## src/rtl/data_mem_arbiter.sv

```systemverilog
// +----------------------------------------------------------------------------+
// | data_mem_arbiter: round-robin sharing of the data memory between the core  |
// | MemoryAccess stage and an external master.           Revision: 1.0         |
// +----------------------------------------------------------------------------+
`default_nettype none

module data_mem_arbiter #(
    parameter int XLEN   = 32,
    parameter int RD_LAT = 1
) (
    input  logic            clk,
    input  logic            rst_n,
    input  logic            core_req,
    input  logic [3:0]      core_we,
    input  logic [XLEN-1:0] core_addr,
    input  logic [XLEN-1:0] core_wdata,
    output logic [XLEN-1:0] core_rdata,
    output logic            core_done,
    output logic            core_stall,
    input  logic            ext_req,
    input  logic [3:0]      ext_we,
    input  logic [XLEN-1:0] ext_addr,
    input  logic [XLEN-1:0] ext_wdata,
    output logic            ext_ack,
    output logic [XLEN-1:0] ext_rdata,
    output logic [XLEN-1:0] mem_addr,
    output logic [XLEN-1:0] mem_wdata,
    output logic [3:0]      mem_we,
    output logic            mem_re,
    input  logic [XLEN-1:0] mem_rdata
);

    localparam logic [2:0] LAT_C = 3'(RD_LAT);

    typedef enum logic [0:0] {
        IDLE    = 1'b0,
        RD_WAIT = 1'b1
    } state_t;

    state_t            state_q, state_d;
    logic              last_ext_q, last_ext_d;
    logic              owner_ext_q, owner_ext_d;
    logic [2:0]        cnt_q, cnt_d;
    logic [XLEN-1:0]   addr_q, addr_d;
    logic [XLEN-1:0]   wdata_q, wdata_d;
    logic [XLEN-1:0]   core_rdata_q, core_rdata_d;
    logic [XLEN-1:0]   ext_rdata_q, ext_rdata_d;

    logic              grant_core, grant_ext;
    logic [3:0]        win_we;
    logic [XLEN-1:0]   win_addr, win_wdata;

    // No issue while reset is held, so a requester cannot leak a pulse through.
    always_comb begin
        grant_core = 1'b0;
        grant_ext  = 1'b0;
        if (rst_n && state_q == IDLE) begin
            if (core_req && ext_req) begin
                grant_core = last_ext_q;
                grant_ext  = ~last_ext_q;
            end else begin
                grant_core = core_req;
                grant_ext  = ext_req;
            end
        end
    end

    assign win_we    = grant_ext ? ext_we    : core_we;
    assign win_addr  = grant_ext ? ext_addr  : core_addr;
    assign win_wdata = grant_ext ? ext_wdata : core_wdata;

    always_comb begin
        state_d      = state_q;
        last_ext_d   = last_ext_q;
        owner_ext_d  = owner_ext_q;
        cnt_d        = cnt_q;
        addr_d       = addr_q;
        wdata_d      = wdata_q;
        core_rdata_d = core_rdata_q;
        ext_rdata_d  = ext_rdata_q;
        mem_we       = 4'b0000;
        mem_re       = 1'b0;
        mem_addr     = addr_q;
        mem_wdata    = wdata_q;
        core_done    = 1'b0;
        ext_ack      = 1'b0;
        core_rdata   = core_rdata_q;
        ext_rdata    = ext_rdata_q;

        case (state_q)
            IDLE: begin
                if (grant_core || grant_ext) begin
                    mem_addr  = win_addr;
                    mem_wdata = win_wdata;
                    addr_d    = win_addr;
                    wdata_d   = win_wdata;
                    if (win_we != 4'b0000) begin
                        mem_we     = win_we;
                        core_done  = grant_core;
                        ext_ack    = grant_ext;
                        last_ext_d = grant_ext;
                    end else begin
                        mem_re      = 1'b1;
                        owner_ext_d = grant_ext;
                        cnt_d       = 3'd1;
                        state_d     = RD_WAIT;
                    end
                end
            end
            RD_WAIT: begin
                cnt_d = cnt_q + 3'd1;
                // Read data is passed straight through on the completion cycle.
                if (cnt_q == LAT_C) begin
                    if (owner_ext_q) begin
                        ext_ack     = 1'b1;
                        ext_rdata   = mem_rdata;
                        ext_rdata_d = mem_rdata;
                    end else begin
                        core_done    = 1'b1;
                        core_rdata   = mem_rdata;
                        core_rdata_d = mem_rdata;
                    end
                    last_ext_d = owner_ext_q;
                    cnt_d      = 3'd0;
                    state_d    = IDLE;
                end
            end
            default: state_d = IDLE;
        endcase
    end

    assign core_stall = core_req & ~core_done;

    always_ff @(posedge clk or negedge rst_n) begin
        if (!rst_n) begin
            state_q      <= IDLE;
            last_ext_q   <= 1'b1;
            owner_ext_q  <= 1'b0;
            cnt_q        <= 3'd0;
            addr_q       <= '0;
            wdata_q      <= '0;
            core_rdata_q <= '0;
            ext_rdata_q  <= '0;
        end else begin
            state_q      <= state_d;
            last_ext_q   <= last_ext_d;
            owner_ext_q  <= owner_ext_d;
            cnt_q        <= cnt_d;
            addr_q       <= addr_d;
            wdata_q      <= wdata_d;
            core_rdata_q <= core_rdata_d;
            ext_rdata_q  <= ext_rdata_d;
        end
    end

endmodule

`default_nettype wire
```

## config.mk

```make
export PLATFORM = sky130hd
export DESIGN_NAME = data_mem_arbiter
export DESIGN_NICKNAME = d
export VERILOG_FILES = /design/src/rtl/data_mem_arbiter.sv
export SDC_FILE = /design/constraint.sdc
export NUM_CORES = 1
export LEC_CHECK = 0
export BUFFER_PORTS_ARGS = -buffer_cell sky130_fd_sc_hd__buf_2
export CELL_PAD_IN_SITES_DETAIL_PLACEMENT = 0
export CELL_PAD_IN_SITES_GLOBAL_PLACEMENT = 1
export CORE_MARGIN = 1
export CORE_UTILIZATION = 30
export DETAILED_ROUTE_END_ITERATION = 12
export PLACE_DENSITY_LB_ADDON = 0.2
export SLEW_MARGIN = 20
export SYNTH_ARGS = -nofsm -noshare
export SYNTH_HDL_FRONTEND = slang
export SYNTH_SLANG_ARGS = --single-unit
```

## constraint.sdc

```tcl
create_clock -name clk -period 1.5 [get_ports clk]
set_input_delay 0 -clock clk [delete_from_list [all_inputs] [get_ports clk]]
set_output_delay 0 -clock clk [all_outputs]
set_load 0.02 [all_outputs]
```

**Yosys cells after proc, flatten, opt, wreduce, memory -nomap -nowiden**

Cells that the tools add are included.

- Logic and storage cells: 69
- Latch bits: 0
- Memory bits (writable): 0
- Memories kept: 0
- Register bits after elaboration: 134
- Memory bits (read-only): 0

- Add/sub/neg operators: 1
- Mux-type cells: 43
- Bitwise logic cells: 5
- Multipliers: 0
- Reduce and logical (&&, ||, !) cells: 7
- Div/mod/pow operators: 0
- $lt $le $gt $ge: 0
- Eq/ne operators: 5
- Shift operators: 0

Operators with widths:

| operator | count |
|---|---|
| $mux W32 | 12 |
| $mux W1 | 19 |
| $mux W4 | 4 |
| $mux W3 | 3 |
| $pmux W1 S2 | 4 |
| $ne A2 B1 Y1 const B | 3 |
| $pmux W3 S2 | 1 |
| $reduce_and A3 Y1 | 2 |
| $not A1 Y1 | 4 |
| $reduce_bool A4 Y1 | 1 |
| $add A3 B1 Y3 const B | 1 |
| $eq A3 B1 Y1 const B | 1 |
| $logic_and A1 B1 Y1 | 2 |
| $ne A2 B2 Y1 const B | 1 |
| $reduce_and A2 Y1 | 1 |
| $and A1 B1 Y1 | 1 |
| $logic_or A1 B1 Y1 | 1 |

**Logic depth before layout (Yosys ltp)**

Gate-level depths: netlist (run 1).

- Depth in word-level cells: 10
- Gate-level depth with buffers: 7
- Depth with buffers taken out: 5

**Worst setup path before layout (run 1)**

OpenSTA, ideal clock, no wires.

- Path type: register -> register
- Start point: reg state_q
- End point: reg wdata_q[15]
- Slack: -358 ps
- Setup time: 175 ps
- Clock period less this slack: 1858 ps
- Data arrival time: 1683 ps
- Stages on the path, launching flop included: 8
- Path through: dfrtp_1 nor2b_2 and3_1 buf_4 buf_4 buf_2 nand2_1 a31oi_1

- Word-level cells in the longest chain between the ends: 6
- Elaborated cells on any way between the ends: 8
- Classes of those cells: mux (5); bitwise (1); reduce/logical (2)

Ends and longest elaborated chain:

| item | RTL line | source |
|---|---|---|
| start, declared | 40 | `state_t state_q, state_d;` |
| start signal, assigned | 145 | `state_q <= state_d;` |
| $not A1 Y1 (no line) | n/a |  |
| $logic_and A1 B1 Y1 | 57 | `if (rst_n && state_q == IDLE) begin` |
| $mux W1 | 57 |  |
| $mux W32 / $logic_or A1 B1 Y1 (equally long branches) | 70, 92 |  |
| $mux W32 | n/a |  |
| $mux W32 (*) | n/a |  |
| via mem_wdata[15] | 27 | `output logic [XLEN-1:0] mem_wdata,` |
| end signal, assigned | 150 | `wdata_q <= wdata_d;` |
| end, declared | 45 | `logic [XLEN-1:0] wdata_q, wdata_d;` |

Mark *: on every way through the listed nets, which the timed path passes. The rest lies on a longest branch.
A chain may end at the register's enable or synchronous reset.

**Worst setup path in the final report (run 1)**

- Start point: reg state_q
- End point: out mem_addr[11]

- Word-level cells in the longest chain between the ends: 6
- Elaborated cells on any way between the ends: 8
- Classes of those cells: mux (5); bitwise (1); reduce/logical (2)

Ends and longest elaborated chain:

| item | RTL line | source |
|---|---|---|
| $not A1 Y1 (no line) | n/a |  |
| $logic_and A1 B1 Y1 | 57 |  |
| $mux W1 | 57 |  |
| $mux W32 / $logic_or A1 B1 Y1 (equally long branches) | 69, 92 |  |
| $mux W32 | n/a |  |
| $mux W32 (*) | 90 | `case (state_q)` |
| end, declared | 26 | `output logic [XLEN-1:0] mem_addr,` |

Mark *: on every way between the ends. The rest lies on a longest branch, timed or not.

==> results.json, run 1 <==
{
  "status": "complete, but fails checks",
  "violations": "negative setup slack",
  "endpoint": "mem_addr[11]",
  "io-pin-count": 308,
  "cp_slowest_cell": "dfrtp_1",
  "critPathLaunch": "state_q$_DFF_PN0_",
  "start_util": 0.307,
  "die_h_um": 141,
  "synth_nets": 710,
  "row_count": 50,
  "hold_violations": 0,
  "max_freq_ghz": 0.478,
  "syn_area_um2": 5760,
  "numCtsBuffers": 17,
  "first_pass_iters": 4,
  "synth-async-reset-ratio": 1.00,
  "gp_congestion": 0.776,
  "skew_ps": 14.7,
  "power_density_nw_per_um2": 1360,
  "synth.top_cells.by_area": "dfrtp_1 (58%), nand2_1 (9.2%), mux2_4 (7.0%), a31oi_1 (7.0%), mux2_1 (5.7%)",
  "drv_slew": 0,
  "rsz0062_at_grt": "true",
  "grt_antenna_before_repair": 2,
  "ys.warnings.count": 0,
  "drc": 0,
  "cap_violations": 0,
  "overflow": 0,
  "tightest_slew_ps": 876,
  "clk_path_buf_depth": 2,
  "ff2ff_path_depth": 10,
  "path_max_fanout": 6,
  "syn_to_final_growth_pct": 148,
  "place_ws_ps": -117,
  "wl_per_cell_um": 20.8,
  "grt_pass1_wl_um": 38000,
  "cp.required_ps": 1500,
  "finalCritPeriodShare": 1.39,
  "wirelength_um": 28700,
  "synth_cells": 538,
  "die_area_um2": 19800,
  "drive_gt1_frac": 0.676,
  "yosysMostFrequentCell": "nand2_1",
  "synthTopCellsByCount": "nand2_1 (141), dfrtp_1 (133), nor2_1 (67)",
  "syn_area_per_cell_um2": 10.7,
  "yosys_register_bits": 134,
  "yosysSeqAreaShare": 0.582,
  "yosysTopAreaCell": "dfrtp_1",
  "cts.sinks": 134,
  "coreArea_um2": 18800,
  "holdWs_ps": 10.5,
  "cp_cell_sequence": "nor2b_2 > buf_4 > o21a_4 > buf_8 > buf_12 > buf_16 > buf_12 > a31oi_4 > buf_6",
  "total_power_mw": 19.5,
  "crit_cells": 9,
  "drt_iter0_markers": 226,
  "io_buffers": 307,
  "cp_num_buf_inv": 6,
  "reg2reg_from": "state_q$_DFF_PN0_",
  "finalSetupViolCount": 267,
  "crit_arrival_ps": 2090,
  "htree_levels": 4,
  "vias_per_cell": 4.87,
  "hp-class": "input pin to register",
  "p_leak_nw": 6.48,
  "grt_use_total": 0.253,
  "grt_max_degree": 135,
  "cts_root_buf": "clkbuf_16",
  "place_area_um2": 8750,
  "synth_enable_flop_cells": 0,
  "fin_setup_tns_ps": -83490,
  "timing.final.ws_setup_ps": -592,
  "ys.flop_type": "dfrtp_1",
  "grt_pass1_vias": 7252,
  "synth.top_cell.area_share": 0.578,
  "post-route-min-period_ps": 2090,
  "synth.distinct_cells": 30,
  "final_nets": 1299,
  "end_kind": "output pin",
  "start_kind": "register",
  "post-dp-hpwl_um": 13300,
  "dr_total_vias": 6700,
  "path_class": "register to output pin",
  "clk_pin_slew_worst_paths_ps": 60,
  "antenna_left": 0,
  "r2r-end": "addr_q[20]$_DFF_PN0_",
  "die_w_um": 141,
  "slew_headroom": 0.416,
  "critPathMostFrequentCell": "buf_12",
  "ff2ff_setup_slack_ps": -320,
  "clk_latency_ps": 430,
  "fin_area_um2": 14300,
  "ir_worst_vdd_v": 0.000725,
  "crit_family": "buffers and inverters",
  "cts_tree": "built",
  "critPathMaxStageDelay_ps": 390
}
-- state kept, by name (all words and copies together) (netlist names) --
name / count
wdata_q: 32
cnt_q: 3
core_rdata_q: 32
addr_q: 32
ext_rdata_q: 32
owner_ext_q: 1
last_ext_q: 1
state_q: 1
-- report_power, final --
| group | switching [mW] | total, mW | internal [mW] |
|---|---|---|---|
| clock network | 1.85 | 4.22 | 2.37 |
| logic | 4.92 | 9.86 | 4.94 |
| registers | 0.490 | 5.38 | 4.89 |
| total | 7.27 | 19.5 | 12.2 |
-- worst reg2reg max path: stages (launching register included) --
cell	delay, ps
dfrtp_1	390
nor2b_2	170
buf_4	140
o21a_4	140
buf_8	130
buf_12	140
buf_16	160
buf_12	130
a31oi_4	100
buf_6	130
buf_6	100
-- final cells by class --
type	count	area [um2]
Inverter	3	11.3
Sequential cell	134	3350
Antenna cell	3	7.51
Clock inverter	15	163
Tap cell	234	293
Clock buffer	17	425
Multi-Input combinational cell	366	4120
Fill cell	1101	4480
Timing Repair Buffer	605	5910
-- cell families (layout without fill, tap and decap cells) --
kind of cell,after synthesis,after routing,synth area share
muxes,64,64,0.143
AOI/OAI and AO/OA,79,79,0.0852
DFF,134,134,0.582
other,0,3,0
and+or+nand+nor,223,223,0.156
buffers and inverters,38,640,0.0341
-- how the worst min path moves through the flow --
stage / startpoint / end / depth (start not counted)
2_1_floorplan: rst_n / addr_q[0]$_DFF_PN0_ / 0
3_3_place_gp: rst_n / cnt_q[0]$_DFFE_PN0P_ / 2
3_5_place_dp: rst_n / core_rdata_q[8]$_DFF_PN0_ / 2
4_1_cts: ext_addr[29] / addr_q[29]$_DFF_PN0_ / 4
5_1_grt: ext_addr[29] / addr_q[29]$_DFF_PN0_ / 4
6_report: ext_addr[29] / addr_q[29]$_DFF_PN0_ / 4
-- layout by cell type (no fill, tap or decap), types with 18 or more instances in the layout --
cell type,n
buf_2,219
mux2_2,37
clkbuf_16,28
dfrtp_1,133
a31oi_4,64
buf_4,21
nand2_4,75
buf_16,18
nor2_4,27
mux2_4,27
dlygate4sd3_1,154
buf_12,29
nor2_2,23
buf_6,139
nand2_1,51
-- layer usage --
metal / wire length (um) / global-route usage / up-vias
met3: 1940 / 0.0721 / 81
met2: 15000 / 0.449 / 320
met1: 10500 / 0.276 / 3273
met5: 0 / 0 / -
li1: - / - / 3026
met4: 1260 / 0.125 / 0
-- per-stage QoR --
stage	utilization	std cells
5_1_grt	0.761	1375
2_1_floorplan	-	538
3_3_place_gp	0.466	1080
4_1_cts	0.688	1331
6_report	0.761	1377
3_5_place_dp	0.466	1080
-- repair_timing --
item                                    in CTS  in global routing
cloned                                      20                 13
buffers inserted                            48                 45
pin swaps                                   76                 71
hold buffers                               152                  2
endpoints found under the setup margin     208                270
gates resized for setup                    300                246
endpoints found under the hold margin      262                  2
Note: power is estimated with default switching activity, not from simulation.
==> run 2, diff against run 1 <==
--- a/config.mk
+++ b/config.mk
@@ -11,7 +11,8 @@
 export CORE_MARGIN = 1
 export CORE_UTILIZATION = 30
 export DETAILED_ROUTE_END_ITERATION = 12
-export PLACE_DENSITY_LB_ADDON = 0.2
+export PLACE_DENSITY_LB_ADDON = 0.3
+export REMOVE_ABC_BUFFERS = 1
 export SLEW_MARGIN = 20
 export SYNTH_ARGS = -nofsm -noshare
 export SYNTH_HDL_FRONTEND = slang
==> run 2 against run 1 <==
The run still ends with negative setup slack left; final cell count increased by 0.36%; critical path depth unchanged; maximum frequency decreased by 4.0%; clock skew increased by 2.0 ps; count of clock-buffer cells in the layout increased by 1; via count increased by 5.1%; die area unchanged; setup slack got worse by 88 ps; register-to-register slack got worse by 20 ps; non-clock buffer count increased by 7; wire length increased by 4.8%; critical path type unchanged; largest power group unchanged.
==> results.json, run 2 (synthesis results as in run 1) <==
{
  "place_ws_ps": -204,
  "p_int_mw": 12.2,
  "final_cell_mix": "buf_2 (226), dlygate4sd3_1 (159), dfrtp_1 (133), buf_6 (122), nand2_1 (67)",
  "rsz0062_at_grt": "true",
  "cp_slowest_cell": "dfrtp_1",
  "cts.sinks": 134,
  "die_h_um": 141,
  "utilization": 0.728,
  "topRoutingLayerUsed": "met4",
  "holdWs_ps": 23.8,
  "hp-class": "input pin to register",
  "ir_worst_vdd_v": 0.000713,
  "final_common_cell": "buf_2",
  "status": "complete, but fails checks",
  "tightest_slew_ps": 746,
  "clk_pin_slew_worst_paths_ps": 60,
  "timing.final.ws_setup_ps": -680,
  "dr_total_vias": 7040,
  "wl_met2_um": 14900,
  "first_pass_iters": 4,
  "finalSetupViolCount": 266,
  "grt_use_total": 0.227,
  "hp-start": "core_req",
  "crit_family": "buffers and inverters",
  "wirelength_met1_um": 11300,
  "drv_slew": 0,
  "swShare": 0.370,
  "skew_ps": 16.7,
  "critPathMaxStageDelay_ps": 410,
  "final_nets": 1306,
  "finalCritPeriodShare": 1.45,
  "grt_antenna_before_repair": 1,
  "die_area_um2": 19800,
  "crit_arrival_ps": 2180,
  "path_max_fanout": 6,
  "row_count": 50,
  "end_kind": "output pin",
  "grt_pass1_vias": 6735,
  "cp.required_ps": 1500,
  "post-route-min-period_ps": 2180,
  "clkPwrFrac": 0.233,
  "total_power_mw": 19.4,
  "hold_violations": 0,
  "numCtsBuffers": 17,
  "htree_levels": 4,
  "io_buffers": 307,
  "r2r-end": "cnt_q[1]$_DFFE_PN0P_",
  "drc": 0,
  "pwr-share-comb": 0.489,
  "cts_tree": "built",
  "syn_to_final_growth_pct": 137,
  "p_seq_frac": 0.278,
  "slew_headroom": 0.503,
  "cp_num_buf_inv": 5,
  "critPathMostFrequentCell": "buf_6",
  "min_to": "owner_ext_q$_DFFE_PN0P_",
  "reg2reg_from": "last_ext_q$_DFFE_PN1P_",
  "fillers": 1091,
  "coreArea_um2": 18800,
  "start_kind": "register",
  "post-dp-hpwl_um": 12500,
  "ff2ff_path_depth": 9,
  "power_density_nw_per_um2": 1420,
  "violations": "negative setup slack",
  "start_util": 0.307,
  "antenna_left": 0,
  "clk_path_buf_depth": 2,
  "vias_per_cell": 5.09,
  "grt_pass1_wl_um": 34500,
  "path_class": "register to output pin",
  "drive_gt1_frac": 0.628,
  "io-pin-count": 308,
  "wl_per_cell_um": 21.8,
  "cp_cell_sequence": "nor2b_4 > buf_6 > o21a_4 > buf_12 > clkbuf_16 > buf_8 > nor2_2 > a31oi_4 > buf_6",
  "p_leak_nw": 6.30,
  "ff2ff_setup_slack_ps": -340,
  "wirelength_um": 30100,
  "cts_root_buf": "clkbuf_16",
  "min_path_cells": 4,
  "max_freq_ghz": 0.459,
  "drt_iter0_markers": 306,
  "cap_violations": 0,
  "overflow": 0,
  "gp_congestion": 0.742,
  "grt_max_degree": 135,
  "clk_latency_ps": 430,
  "met3_length_um": 2390,
  "p_sw_mw": 7.17,
  "die_w_um": 141
}
[run 2: changes by cell type in the layout (fill, tap and decap cells not counted), sizes merged]
| cell | previous run | this run |
|---|---|---|
| dlygate4sd3 | 154 | 159 |
| clkbuf | 29 | 30 |
| buf | 439 | 441 |
| inv | 13 | 11 |
| clkinvlp | 0 | 1 |
| clkinv | 4 | 2 |
| diode | 3 | 1 |
| bufinv | 1 | 3 |
[run 2: final cells by class]
| type | instances | area (um2) | area share |
|---|---|---|---|
| Tap cell | 234 | 293 | 0.0214 |
| Clock inverter | 14 | 190 | 0.0139 |
| Timing Repair Buffer | 612 | 5590 | 0.409 |
| Inverter | 3 | 11.3 | 0.000825 |
| Clock buffer | 18 | 429 | 0.0314 |
| Multi-Input combinational cell | 366 | 3790 | 0.278 |
| Antenna cell | 1 | 2.50 | 0.000183 |
| Sequential cell | 134 | 3350 | 0.246 |
[run 2: timing repair]
item / 4_1_cts / 5_1_grt
setup buffers: 31 / 59
setup endpoints to repair: 226 / 269
hold buffers: 158 / 1
pin swaps: 37 / 63
hold endpoints to repair: 261 / 1
gates resized for setup: 152 / 435
cloned: 7 / 13
[run 2: power by group through the flow]
| stage | Clock [mW] | Combinational (mW) | Sequential [mW] |
|---|---|---|---|
| after detailed placement | 0 | 5.93 | 5.28 |
| after CTS | 4.53 | 7.14 | 5.23 |
| after floorplan | 0 | 3.70 | 5.20 |
| after global placement | 0 | 5.92 | 5.23 |
| final | 4.51 | 9.47 | 5.38 |
| after global routing | 4.75 | 9.85 | 5.48 |
[run 2: worst register-to-register path: cells and delay by family (launching register included)]
kind / cells / cell delay, ps
AND/OR/NAND/NOR: 2 / 300
buffers and inverters: 5 / 540
AO/OA/AOI/OAI: 2 / 340
flip-flops: 1 / 560
[run 2: per-layer routing]
metal,vias to the layer above,global-route usage
met1,3430,0.255
met4,0,0.0795
met2,462,0.410
met3,105,0.0646
met5,-,0
li1,3043,-
[run 2: stage by stage]
stage | std cells | cell area (um2) | TNS, ps
2_1_floorplan | 503 | 5570 | -324440
3_3_place_gp | 1094 | 7940 | -11270
3_5_place_dp | 1094 | 7940 | -16480
4_1_cts | 1319 | 11100 | -80690
5_1_grt | 1382 | 13700 | -100450
6_report | 1382 | 13700 | -82030
[run 2: how the worst max path moves through the flow]
stage                           start              endpoint  slack (ps)  cells after the start
4_1_cts             state_q$_DFF_PN0_        core_rdata[31]        -580                      6
3_3_place_gp        state_q$_DFF_PN0_           mem_addr[5]        -170                      7
6_report            state_q$_DFF_PN0_           mem_addr[2]        -680                      9
2_1_floorplan       state_q$_DFF_PN0_   addr_q[0]$_DFF_PN0_       -2290                      3
5_1_grt             state_q$_DFF_PN0_           mem_addr[2]        -720                      9
3_5_place_dp   last_ext_q$_DFFE_PN1P_  cnt_q[2]$_DFFE_PN0P_        -200                      5
==> run 3, diff against run 2 <==
--- a/config.mk
+++ b/config.mk
@@ -9,7 +9,7 @@
 export CELL_PAD_IN_SITES_DETAIL_PLACEMENT = 0
 export CELL_PAD_IN_SITES_GLOBAL_PLACEMENT = 1
 export CORE_MARGIN = 1
-export CORE_UTILIZATION = 30
+export CORE_UTILIZATION = 29
 export DETAILED_ROUTE_END_ITERATION = 12
 export PLACE_DENSITY_LB_ADDON = 0.3
 export REMOVE_ABC_BUFFERS = 1
==> run 3 against run 2 <==
The run still ends with negative setup slack left; first-iteration DRC count shrank 52%; sequential power down 2%; final area fell by 11%; maximum frequency is 5.2% higher; clock power is essentially flat; total power is 6.5% lower; final cell count fell by 1.1%; critical path type unchanged.
==> results.json, run 3 (synthesis results as in run 1) <==
{
  "status": "complete, but fails checks",
  "violations": "negative setup slack",
  "n_antenna_cell": 0,
  "cp.required_ps": 1500,
  "ir_worst_vdd_v": 0.000682,
  "hp-start": "core_we[2]",
  "ff2ff_path_depth": 9,
  "finalSetupViolCount": 250,
  "grt_use_total": 0.203,
  "grt_antenna_before_repair": 0,
  "start_kind": "register",
  "holdWs_ps": 86.7,
  "post-route-min-period_ps": 2070,
  "die_w_um": 143,
  "syn_to_final_growth_pct": 112,
  "row_count": 51,
  "reg2reg_from": "state_q$_DFF_PN0_",
  "timing.final.ws_setup_ps": -572,
  "slew_headroom": 0.505,
  "multiInputGateArea_um2": 3050,
  "final_cell_mix": "buf_2 (216), dlygate4sd3_1 (161), dfrtp_1 (132), buf_4 (100), nand2_1 (94)",
  "p_seq_frac": 0.291,
  "io_buffers": 307,
  "grt_max_degree": 135,
  "cts.sinks": 134,
  "power_density_nw_per_um2": 1480,
  "io-pin-count": 308,
  "numCtsBuffers": 17,
  "min_to": "last_ext_q$_DFFE_PN1P_",
  "die_h_um": 143,
  "end_kind": "output pin",
  "clkPwrFrac": 0.248,
  "dr_total_vias": 6338,
  "overflow": 0,
  "drt_iter0_markers": 146,
  "drc": 0,
  "clk_latency_ps": 420,
  "final_cell_count_no_fill": 1367,
  "hp-class": "input pin to register",
  "rsz0062_at_grt": "true",
  "place_area_um2": 7980,
  "wl_per_cell_um": 17.6,
  "wirelength_um": 24000,
  "grt_pass1_wl_um": 31900,
  "gp_congestion": 0.730,
  "tightest_slew_ps": 742,
  "final_nets": 1262,
  "r2r-end": "addr_q[28]$_DFF_PN0_",
  "p_leak_nw": 5.75,
  "cts_root_buf": "clkbuf_16",
  "crit_arrival_ps": 2070,
  "hold_violations": 0,
  "dp_cells": 1122,
  "max_freq_ghz": 0.483,
  "swShare": 0.351,
  "start_util": 0.296,
  "grt_pass1_vias": 6290,
  "final_common_cell": "buf_2",
  "post-dp-hpwl_um": 12800,
  "p_int_mw": 11.7,
  "finalCritPeriodShare": 1.38,
  "pwr-share-comb": 0.460,
  "cap_violations": 0,
  "fillers": 1447,
  "path_class": "register to output pin",
  "htree_levels": 4,
  "path_max_fanout": 8,
  "drive_gt1_frac": 0.551,
  "skew_ps": 9.72,
  "min_path_cells": 4,
  "die_area_um2": 20400,
  "clk_path_buf_depth": 2,
  "first_pass_iters": 4,
  "p_sw_mw": 6.36,
  "fin_area_um2": 12200,
  "coreArea_um2": 19500,
  "ff2ff_setup_slack_ps": -250,
  "register_area_um2": 3360,
  "clk_pin_slew_worst_paths_ps": 60,
  "drv_slew": 0,
  "cts_tree": "built",
  "antenna_left": 0,
  "vias_per_cell": 4.64
}
==> run 3: cell count changes in the layout (fill, tap and decap cells not counted), sizes merged, moves of 2 or more <==
cell,previous run,this run
buf,441,400
clkbuf,30,24
inv,11,6
clkinv,2,6
dlygate4sd3,159,161
==> run 3: cell type report <==
type / count / share of cell area
multi-input combinational: 366 / 0.250
sequential: 134 / 0.275
inverter: 3 / 0.000923
clock inverter: 14 / 0.0165
tap: 265 / 0.0272
clock buffer: 17 / 0.0349
timing repair buffer: 568 / 0.395
==> run 3: worst max path at each step <==
stage                      startpoint                  end  slack [ps]  cells past startpoint
CTS                 state_q$_DFF_PN0_         mem_addr[30]        -550                      8
global placement    state_q$_DFF_PN0_        mem_wdata[30]        -130                      7
global route        state_q$_DFF_PN0_        mem_wdata[27]        -650                      8
floorplan           state_q$_DFF_PN0_  addr_q[0]$_DFF_PN0_       -2290                      3
finish              state_q$_DFF_PN0_         mem_addr[30]        -570                      9
detailed placement  state_q$_DFF_PN0_         mem_wdata[5]        -190                      6
==> run 3: worst max-delay path, stage by stage, from the launching register on <==
cell and delay [ps]:
dfrtp_2 430, nor2b_4 140, buf_6 110, o21a_4 140
buf_4 120, buf_12 120, buf_12 120, nor2_1 40
a31oi_1 240, buf_4 200
==> run 3: through the flow <==
step / TNS, ps / total power, mW / setup slack (ps) / utilization
6_report: -71800 / 18.1 / -572 / 0.627
3_5_place_dp: -18390 / 11.2 / -188 / 0.410
5_1_grt: -88240 / 19.0 / -646 / 0.627
4_1_cts: -69830 / 16.8 / -550 / 0.556
3_3_place_gp: -10110 / 11.2 / -129 / 0.410
2_1_floorplan: -324440 / 8.90 / -2290 / -
==> run 3: timing repair <==
| item | 4_1_cts | 5_1_grt |
|---|---|---|
| endpoints found under the hold margin | 262 | 133 |
| setup endpoints to repair | 263 | 265 |
| setup buffers | 14 | 29 |
| pin swaps | 11 | 41 |
| hold buffers | 160 | 1 |
| gates resized for setup | 105 | 235 |
| cloned | 4 | 7 |
==> run 3: power groups by stage <==
stage	Combinational (mW)	Sequential (mW)	Clock, mW
final	8.34	5.27	4.50
after global routing	8.81	5.39	4.76
after CTS	6.95	5.25	4.61
after detailed placement	5.94	5.29	0
after global placement	5.91	5.24	0
after floorplan	3.70	5.20	0
==> run 3: routing by layer <==
layer | share of wire | global-route usage | vias to the layer above
met4 | 0.023 | 0.0747 | 0
li1 | - | - | 2937
met3 | 0.064 | 0.0563 | 48
met1 | 0.40 | 0.232 | 3071
met2 | 0.52 | 0.359 | 282
met5 | 0 | 0 | -
